### src/rtl/m8c_issp_target.sv
// M8C ISSP target emulator: power-on SDATA handshake, 22-bit vector deserializer, read responder, execute handshake.
// Latency: 3 osc cycles from a pin SCLK rise (or vdd_sense/exec_done change) to the registered response.
// Backpressure: none; the host paces every transfer with SCLK and the target never stalls it.
module m8c_issp_target #(
  parameter int POR_HIGH_CYCLES = 240,
  parameter int POR_LOW_CYCLES  = 24,
  parameter int EXEC_DRAIN_BITS = 40
) (
  input  logic       osc,
  input  logic       rst_n,
  input  logic       vdd_sense,
  input  logic       sclk,
  input  logic       sdata_in,
  output logic       sdata_out,
  output logic       sdata_oe,
  output logic       wr_en,
  output logic [7:0] wr_addr,
  output logic [7:0] wr_data,
  output logic [7:0] rd_addr,
  input  logic [7:0] rd_data,
  output logic       exec_start,
  input  logic       exec_done,
  output logic [2:0] state
);

  typedef enum logic [2:0] {
    S_OFF        = 3'd0,
    S_POR_HI     = 3'd1,
    S_POR_LO     = 3'd2,
    S_IDLE       = 3'd3,
    S_READ       = 3'd4,
    S_EXEC_BUSY  = 3'd5,
    S_EXEC_READY = 3'd6,
    S_EXEC_DRAIN = 3'd7
  } state_t;

  localparam logic [2:0]  OP_WRITE   = 3'b100;
  localparam logic [2:0]  OP_READ    = 3'b101;
  localparam logic [2:0]  OP_EXEC    = 3'b110;
  localparam logic [2:0]  TRAILER_OK = 3'b111;

  localparam logic [15:0] POR_HI_LAST = 16'(POR_HIGH_CYCLES - 1);
  localparam logic [15:0] POR_LO_LAST = 16'(POR_LOW_CYCLES - 1);
  localparam logic [5:0]  DRAIN_LAST  = 6'(EXEC_DRAIN_BITS);

  // Bit-count milestones within a 22-bit vector (count after the rise).
  localparam logic [4:0]  CNT_ADDR_DONE = 5'd11;
  localparam logic [4:0]  CNT_RD_FIRST  = 5'd12;
  localparam logic [4:0]  CNT_RD_LAST   = 5'd19;
  localparam logic [4:0]  CNT_RD_END    = 5'd20;
  localparam logic [4:0]  CNT_VEC_DONE  = 5'd22;

  state_t      st;
  logic        vdd_s1, vdd_s2, vdd_prev;
  logic        sclk_s1, sclk_s2, sclk_prev;
  logic        sd_s1, sd_s2;
  logic        done_s1, done_s2;
  logic [21:0] shreg;
  logic [4:0]  bit_cnt;
  logic [15:0] por_cnt;
  logic [5:0]  drain_cnt;

  logic        rise;
  logic        vdd_rise;
  logic [21:0] shift_next;
  logic [4:0]  bit_next;
  logic [5:0]  drain_next;
  logic [4:0]  rd_pos;

  // Two-flop synchronizers for every asynchronous pin, plus edge-history flops.
  always_ff @(posedge osc or negedge rst_n) begin
    if (!rst_n) begin
      vdd_s1    <= 1'b0;
      vdd_s2    <= 1'b0;
      vdd_prev  <= 1'b0;
      sclk_s1   <= 1'b0;
      sclk_s2   <= 1'b0;
      sclk_prev <= 1'b0;
      sd_s1     <= 1'b0;
      sd_s2     <= 1'b0;
      done_s1   <= 1'b0;
      done_s2   <= 1'b0;
    end else begin
      vdd_s1    <= vdd_sense;
      vdd_s2    <= vdd_s1;
      vdd_prev  <= vdd_s2;
      sclk_s1   <= sclk;
      sclk_s2   <= sclk_s1;
      sclk_prev <= sclk_s2;
      sd_s1     <= sdata_in;
      sd_s2     <= sd_s1;
      done_s1   <= exec_done;
      done_s2   <= done_s1;
    end
  end

  // Edge detection and the next shifter/counter values used by the FSM.
  always_comb begin
    rise       = sclk_s2 & ~sclk_prev;
    vdd_rise   = vdd_s2 & ~vdd_prev;
    shift_next = {shreg[20:0], sd_s2};
    bit_next   = bit_cnt + 5'd1;
    drain_next = drain_cnt + 6'd1;
    // Count 12 returns rd_data[7], count 19 returns rd_data[0].
    rd_pos     = CNT_RD_LAST - bit_next;
  end

  // Protocol FSM with registered SDATA drive, strobes and read address.
  always_ff @(posedge osc or negedge rst_n) begin
    if (!rst_n) begin
      st         <= S_OFF;
      sdata_oe   <= 1'b0;
      sdata_out  <= 1'b0;
      wr_en      <= 1'b0;
      wr_addr    <= 8'h00;
      wr_data    <= 8'h00;
      rd_addr    <= 8'h00;
      exec_start <= 1'b0;
      shreg      <= 22'h0;
      bit_cnt    <= 5'd0;
      por_cnt    <= 16'd0;
      drain_cnt  <= 6'd0;
    end else begin
      wr_en      <= 1'b0;
      exec_start <= 1'b0;
      if (!vdd_s2) begin
        // Power loss wins over everything: drop the pin and forget any partial work.
        st        <= S_OFF;
        sdata_oe  <= 1'b0;
        sdata_out <= 1'b0;
        shreg     <= 22'h0;
        bit_cnt   <= 5'd0;
        por_cnt   <= 16'd0;
        drain_cnt <= 6'd0;
      end else begin
        case (st)
          S_OFF: begin
            sdata_oe  <= 1'b0;
            sdata_out <= 1'b0;
            bit_cnt   <= 5'd0;
            if (vdd_rise) begin
              st        <= S_POR_HI;
              sdata_oe  <= 1'b1;
              sdata_out <= 1'b1;
              por_cnt   <= 16'd0;
            end
          end

          S_POR_HI: begin
            if (por_cnt == POR_HI_LAST) begin
              st        <= S_POR_LO;
              sdata_out <= 1'b0;
              por_cnt   <= 16'd0;
            end else begin
              por_cnt <= por_cnt + 16'd1;
            end
          end

          S_POR_LO: begin
            if (por_cnt == POR_LO_LAST) begin
              st       <= S_IDLE;
              sdata_oe <= 1'b0;
              bit_cnt  <= 5'd0;
              por_cnt  <= 16'd0;
            end else begin
              por_cnt <= por_cnt + 16'd1;
            end
          end

          S_IDLE: begin
            if (rise) begin
              shreg <= shift_next;
              if (bit_next == CNT_VEC_DONE) begin
                bit_cnt <= 5'd0;
                // Vectors with a corrupted trailer are dropped without any side effect.
                if (shift_next[2:0] == TRAILER_OK) begin
                  if (shift_next[21:19] == OP_WRITE) begin
                    wr_en   <= 1'b1;
                    wr_addr <= shift_next[18:11];
                    wr_data <= shift_next[10:3];
                  end else if (shift_next[21:19] == OP_EXEC) begin
                    exec_start <= 1'b1;
                    st         <= S_EXEC_BUSY;
                    sdata_oe   <= 1'b1;
                    sdata_out  <= 1'b1;
                  end
                end
              end else begin
                bit_cnt <= bit_next;
                // Opcode and address are complete: present the address so rd_data settles early.
                if (bit_next == CNT_ADDR_DONE && shift_next[10:8] == OP_READ) begin
                  rd_addr <= shift_next[7:0];
                  st      <= S_READ;
                end
              end
            end
          end

          S_READ: begin
            if (rise) begin
              shreg   <= shift_next;
              bit_cnt <= bit_next;
              if (bit_next >= CNT_RD_FIRST && bit_next <= CNT_RD_LAST) begin
                sdata_oe  <= 1'b1;
                sdata_out <= rd_data[rd_pos[2:0]];
              end else if (bit_next == CNT_RD_END) begin
                // Trailer bits finish in IDLE; opcode 101 there cannot cause a write.
                sdata_oe <= 1'b0;
                st       <= S_IDLE;
              end
            end
          end

          S_EXEC_BUSY: begin
            sdata_oe  <= 1'b1;
            sdata_out <= 1'b1;
            if (done_s2) begin
              st        <= S_EXEC_READY;
              sdata_out <= 1'b0;
            end
          end

          S_EXEC_READY: begin
            if (rise) begin
              sdata_oe  <= 1'b0;
              drain_cnt <= 6'd1;
              st        <= S_EXEC_DRAIN;
            end
          end

          S_EXEC_DRAIN: begin
            if (rise) begin
              if (drain_next == DRAIN_LAST) begin
                drain_cnt <= 6'd0;
                bit_cnt   <= 5'd0;
                st        <= S_IDLE;
              end else begin
                drain_cnt <= drain_next;
              end
            end
          end

          default: st <= S_OFF;
        endcase
      end
    end
  end

  assign state = st;

endmodule

### config.mk
export PLATFORM = sky130hd
export DESIGN_NAME = m8c_issp_target
export DESIGN_NICKNAME = d
export VERILOG_FILES = /design/src/rtl/m8c_issp_target.sv
export SDC_FILE = /design/constraint.sdc
export NUM_CORES = 1
export LEC_CHECK = 0
export ABC_CLOCK_PERIOD_IN_PS = 4600
export CAP_MARGIN = 20
export CORE_ASPECT_RATIO = 1.5
export CORE_MARGIN = 2
export CORE_UTILIZATION = 50
export DETAILED_ROUTE_END_ITERATION = 8
export PLACE_DENSITY = 0.72
export RECOVER_POWER = 25
export SYNTH_ARGS = -nofsm -noshare
export SYNTH_HDL_FRONTEND = slang
export SYNTH_SLANG_ARGS = --single-unit
### constraint.sdc
create_clock -name osc -period 4.6 [get_ports osc]
set_clock_uncertainty 0.1 [all_clocks]
set_input_delay 0.92 -clock osc [delete_from_list [all_inputs] [get_ports osc]]
set_output_delay 0.92 -clock osc [all_outputs]
set_load 0.05 [all_outputs]
==> out/qor.csv <==
stage,metric,value,unit
worst_setup_path,Crit path arrival time,3.39,ns
yosys,"EDFF count, synth",0,
power_and_ir_drop,Sw Share,31.4,%
route,number of iterations in the first detailed-routing pass,4,
floorplanning,FP Rows,42,
worst_setup_path,CP cell instances,"ha_1, xor2_1, nand2_1, nor2_1, nand3b_1, mux2_2",
clock_network,TritonCTS buffer count,9,
sta,final setup TNS,0,ns
finish,fill count,739,
hold_path,Hold WC Path Type,flop to flop,
worst_setup_path,WS Path Type,flop to flop,
global_routing,gr busiest metal,met2,
worst_setup_path,Worst EP required,4.72,ns
finish,Ant. Diodes,0,
floorplanning,placeable core area,8720,um^2
floorplanning,Die Y-Extent,119,um
yosys,"Top FF cell, synth",dfrtp_1,
floorplanning,Die W,80.9,um
sta,fin crit period,3.27,ns
global_routing,global-route wire length before repair,16200,um
power_and_ir_drop,Sw Pwr,0.637,mW
power_and_ir_drop,Combinational Power Share,20.7,%
worst_setup_path,reg-to-reg setup timing slack,1.33,ns
global_routing,GRT Resource Usage Total,21.7,%
yosys,Synth top cells by count,"dfrtp_1 (89), nand2_1 (34), mux2_2 (28)",
clock_network,CTS Buffer Depth,2,
sta,Worst-Margin Slew,1.04,ns
power_and_ir_drop,worst vdd ir,0.000266,V
route,Routed WL,9440,um
global_routing,total grt overflow,0,
worst_setup_path,Crit-path slowest cell,nand3b_1,
route,Routed Antenna Nets,0,
yosys,largest area contributor in the netlist,dfrtp_1,
sta,hold slack,0.251,ns
power_and_ir_drop,Clk pwr share,35.5,%
worst_setup_path,"Max FO, Critical Path",17,
floorplanning,starting density of the core,50.8,%
global_routing,largest net degree at the start of global routing,63,
sta,Max Clk Rate,306,MHz
clock_network,CTS HTree Levels,3,
finish,Final Net Count,465,
sta,final worst slack,1.33,ns
placement,RD Place Congestion,0.964,
worst_setup_path,Worst path max stage delay,0.64,ns
clock_network,CTS clock-pin slew for the worst setup and hold paths,0.06,ns
floorplanning,# IOs,45,
floorplanning,die area,9650,um^2
clock_network,clock sinks,89,
global_routing,met3 usage,4.32,%
finish,"Area growth, synth to finish",18.1,%
placement,# port buffers,44,
sta,ratio of final minimum period to clock period,71.1,%
yosys,Yosys top cell area share,50.3,%
route,Avg WL per Cell,16.9,um
placement,DP Worst Slack,1.32,ns
global_routing,GR Layer Usage met2,37.0,%
power_and_ir_drop,LEAKAGE,2.31,nW
yosys,"Seq/Total Area, Yosys",50.3,%
global_routing,antenna violations before repair,0,
outcome,status,"finished, final reports clean",
yosys,Post-synth ARST share,100,%
yosys,flop and latch count out of synthesis,89,
yosys,Netlist cell types,61,
yosys,yosys warns,0,
worst_setup_path,CP startpoint kind,flop,
finish,share of cells above drive strength 1,13.3,%
yosys,syn_area_per_cell,10.9,um^2
placement,HPWL Detailed,6800,um
power_and_ir_drop,sequential power share,43.8,%
clock_network,post-CTS setup buffers,0,
power_and_ir_drop,P_int,1.39,mW
sta,RSZ-0062 raised after global routing,no,
yosys,most frequent cell after synthesis,dfrtp_1,
sta,Slew headroom,30.4,%
route,vias,3299,
clock_network,Root Buffer,clkbuf_16,
clock_network,# hold bufs at CTS,0,
yosys,Syn Inst Count,407,
yosys,top post-synthesis cells by area,"dfrtp_1 (50%), mux2_2 (7.1%), a22o_1 (5.1%), nand2_1 (2.9%), o21ai_0 (2.6%)",
route,Residual DRC,0,
flow_run,max_cap viols,0,
global_routing,grt met1 use,25.2,%
clock_network,Worst-Skew Late Latency,0.34,ns
global_routing,vias in the first global route,3355,
worst_setup_path,crit path capture type,flop,
yosys,Post-Syn Area,4430,um^2
power_and_ir_drop,Pwr per Cell Area,388,nW/um^2
clock_network,post_cts resized,0,
route,initial DRC count,221,
sta,Final Setup Violations,0,
route,vias per std cell,5.89,
yosys,Syn Nets,427,
sta,fin. max-slew vios,0,
clock_network,CTS tree,built,
sta,final hold viol count,0,
==> worst max-delay path: cells and delay by family (launching register included) <==
kind / cells / cell delay, ns
fa+ha+maj: 1 / 0.52
xor+xnor: 1 / 0.40
simple gates: 3 / 0.98
mux: 1 / 0.53
flops: 1 / 0.61
==> layout make-up <==
class	instances	area, um^2	area share, %
clock inverter	4	33.8	0.646
tap	110	138	2.63
inverter	9	33.8	0.646
clock buffer	12	267	5.09
timing repair buffer	46	453	8.66
multi-input combinational	290	2080	39.8
sequential	89	2230	42.6
==> layout by cell type (no fill, tap or decap), types with 5 or more instances in the layout <==
master / n
inv_1: 9
clkdlybuf4s50_1: 39
xnor2_1: 10
dfrtp_1: 89
nand4_1: 10
o211ai_1: 5
a22o_1: 26
nor2_1: 23
nand2_1: 34
nor2b_1: 11
o21ai_0: 23
clkbuf_16: 9
nand3_1: 10
a21oi_1: 7
ha_1: 6
nor3_1: 12
and3_1: 7
nor3b_1: 6
mux2_2: 28
==> registers in the layout (all words and copies together), names as in the netlist, 3 cells and up <==
signal and flops:
drain_cnt 6, bit_cnt 5, por_cnt 16, wr_data 8, rd_addr 8, shreg 21, state 3, wr_addr 8
==> cell families after synthesis <==
| group | share of synthesized area (%) |
|---|---|
| multiplexers | 8.36 |
| buffers and inverters | 2.80 |
| AND/OR/NAND/NOR | 17.7 |
| XOR/XNOR | 2.77 |
| AO/OA/AOI/OAI | 16.4 |
| flip-flops | 50.3 |
| adder cells (fa/ha/maj) | 1.69 |
==> power groups by stage <==
stage	clock network [mW]	registers [mW]	logic [mW]
2_1_floorplan	0	0.903	0.294
3_3_place_gp	0	0.899	0.418
3_5_place_dp	0	0.903	0.423
4_1_cts	0.739	0.887	0.425
5_1_grt	0.768	0.898	0.463
6_report	0.721	0.889	0.421
==> per-layer routing <==
| metal | wire, um | part of all wire (%) | vias up |
|---|---|---|---|
| met1 | 3720 | 39 | 1622 |
| met3 | 277 | 2.9 | 28 |
| met4 | 375 | 4.0 | 0 |
| li1 | - | - | 1585 |
| met5 | 0 | 0 | - |
| met2 | 5060 | 54 | 64 |
==> worst paths after layout <==
| check | cells after the start | end | start |
|---|---|---|---|
| hold reg to reg | 0 | done_s2 | done_s1 |
| setup / recovery | 6 | wr_addr[1] | bit_cnt[0] |
| min in group asynchronous | 1 | por_cnt[11] | rst_n |
| setup reg to reg | 6 | wr_addr[1] | bit_cnt[0] |
| hold / removal | 0 | done_s2 | done_s1 |
| max in group asynchronous | 2 | rd_addr[6] | rst_n |
==> per-stage QoR <==
stage	instances	utilization, %	area [um^2]	total power [mW]
finish	560	60.0	5230	2.03
CTS	560	60.0	5230	2.05
detailed placement	544	56.5	4930	1.33
global route	560	60.0	5230	2.13
global placement	544	56.5	4930	1.32
floorplan	407	-	4430	1.20
Power figures use the tool's default switching activity.
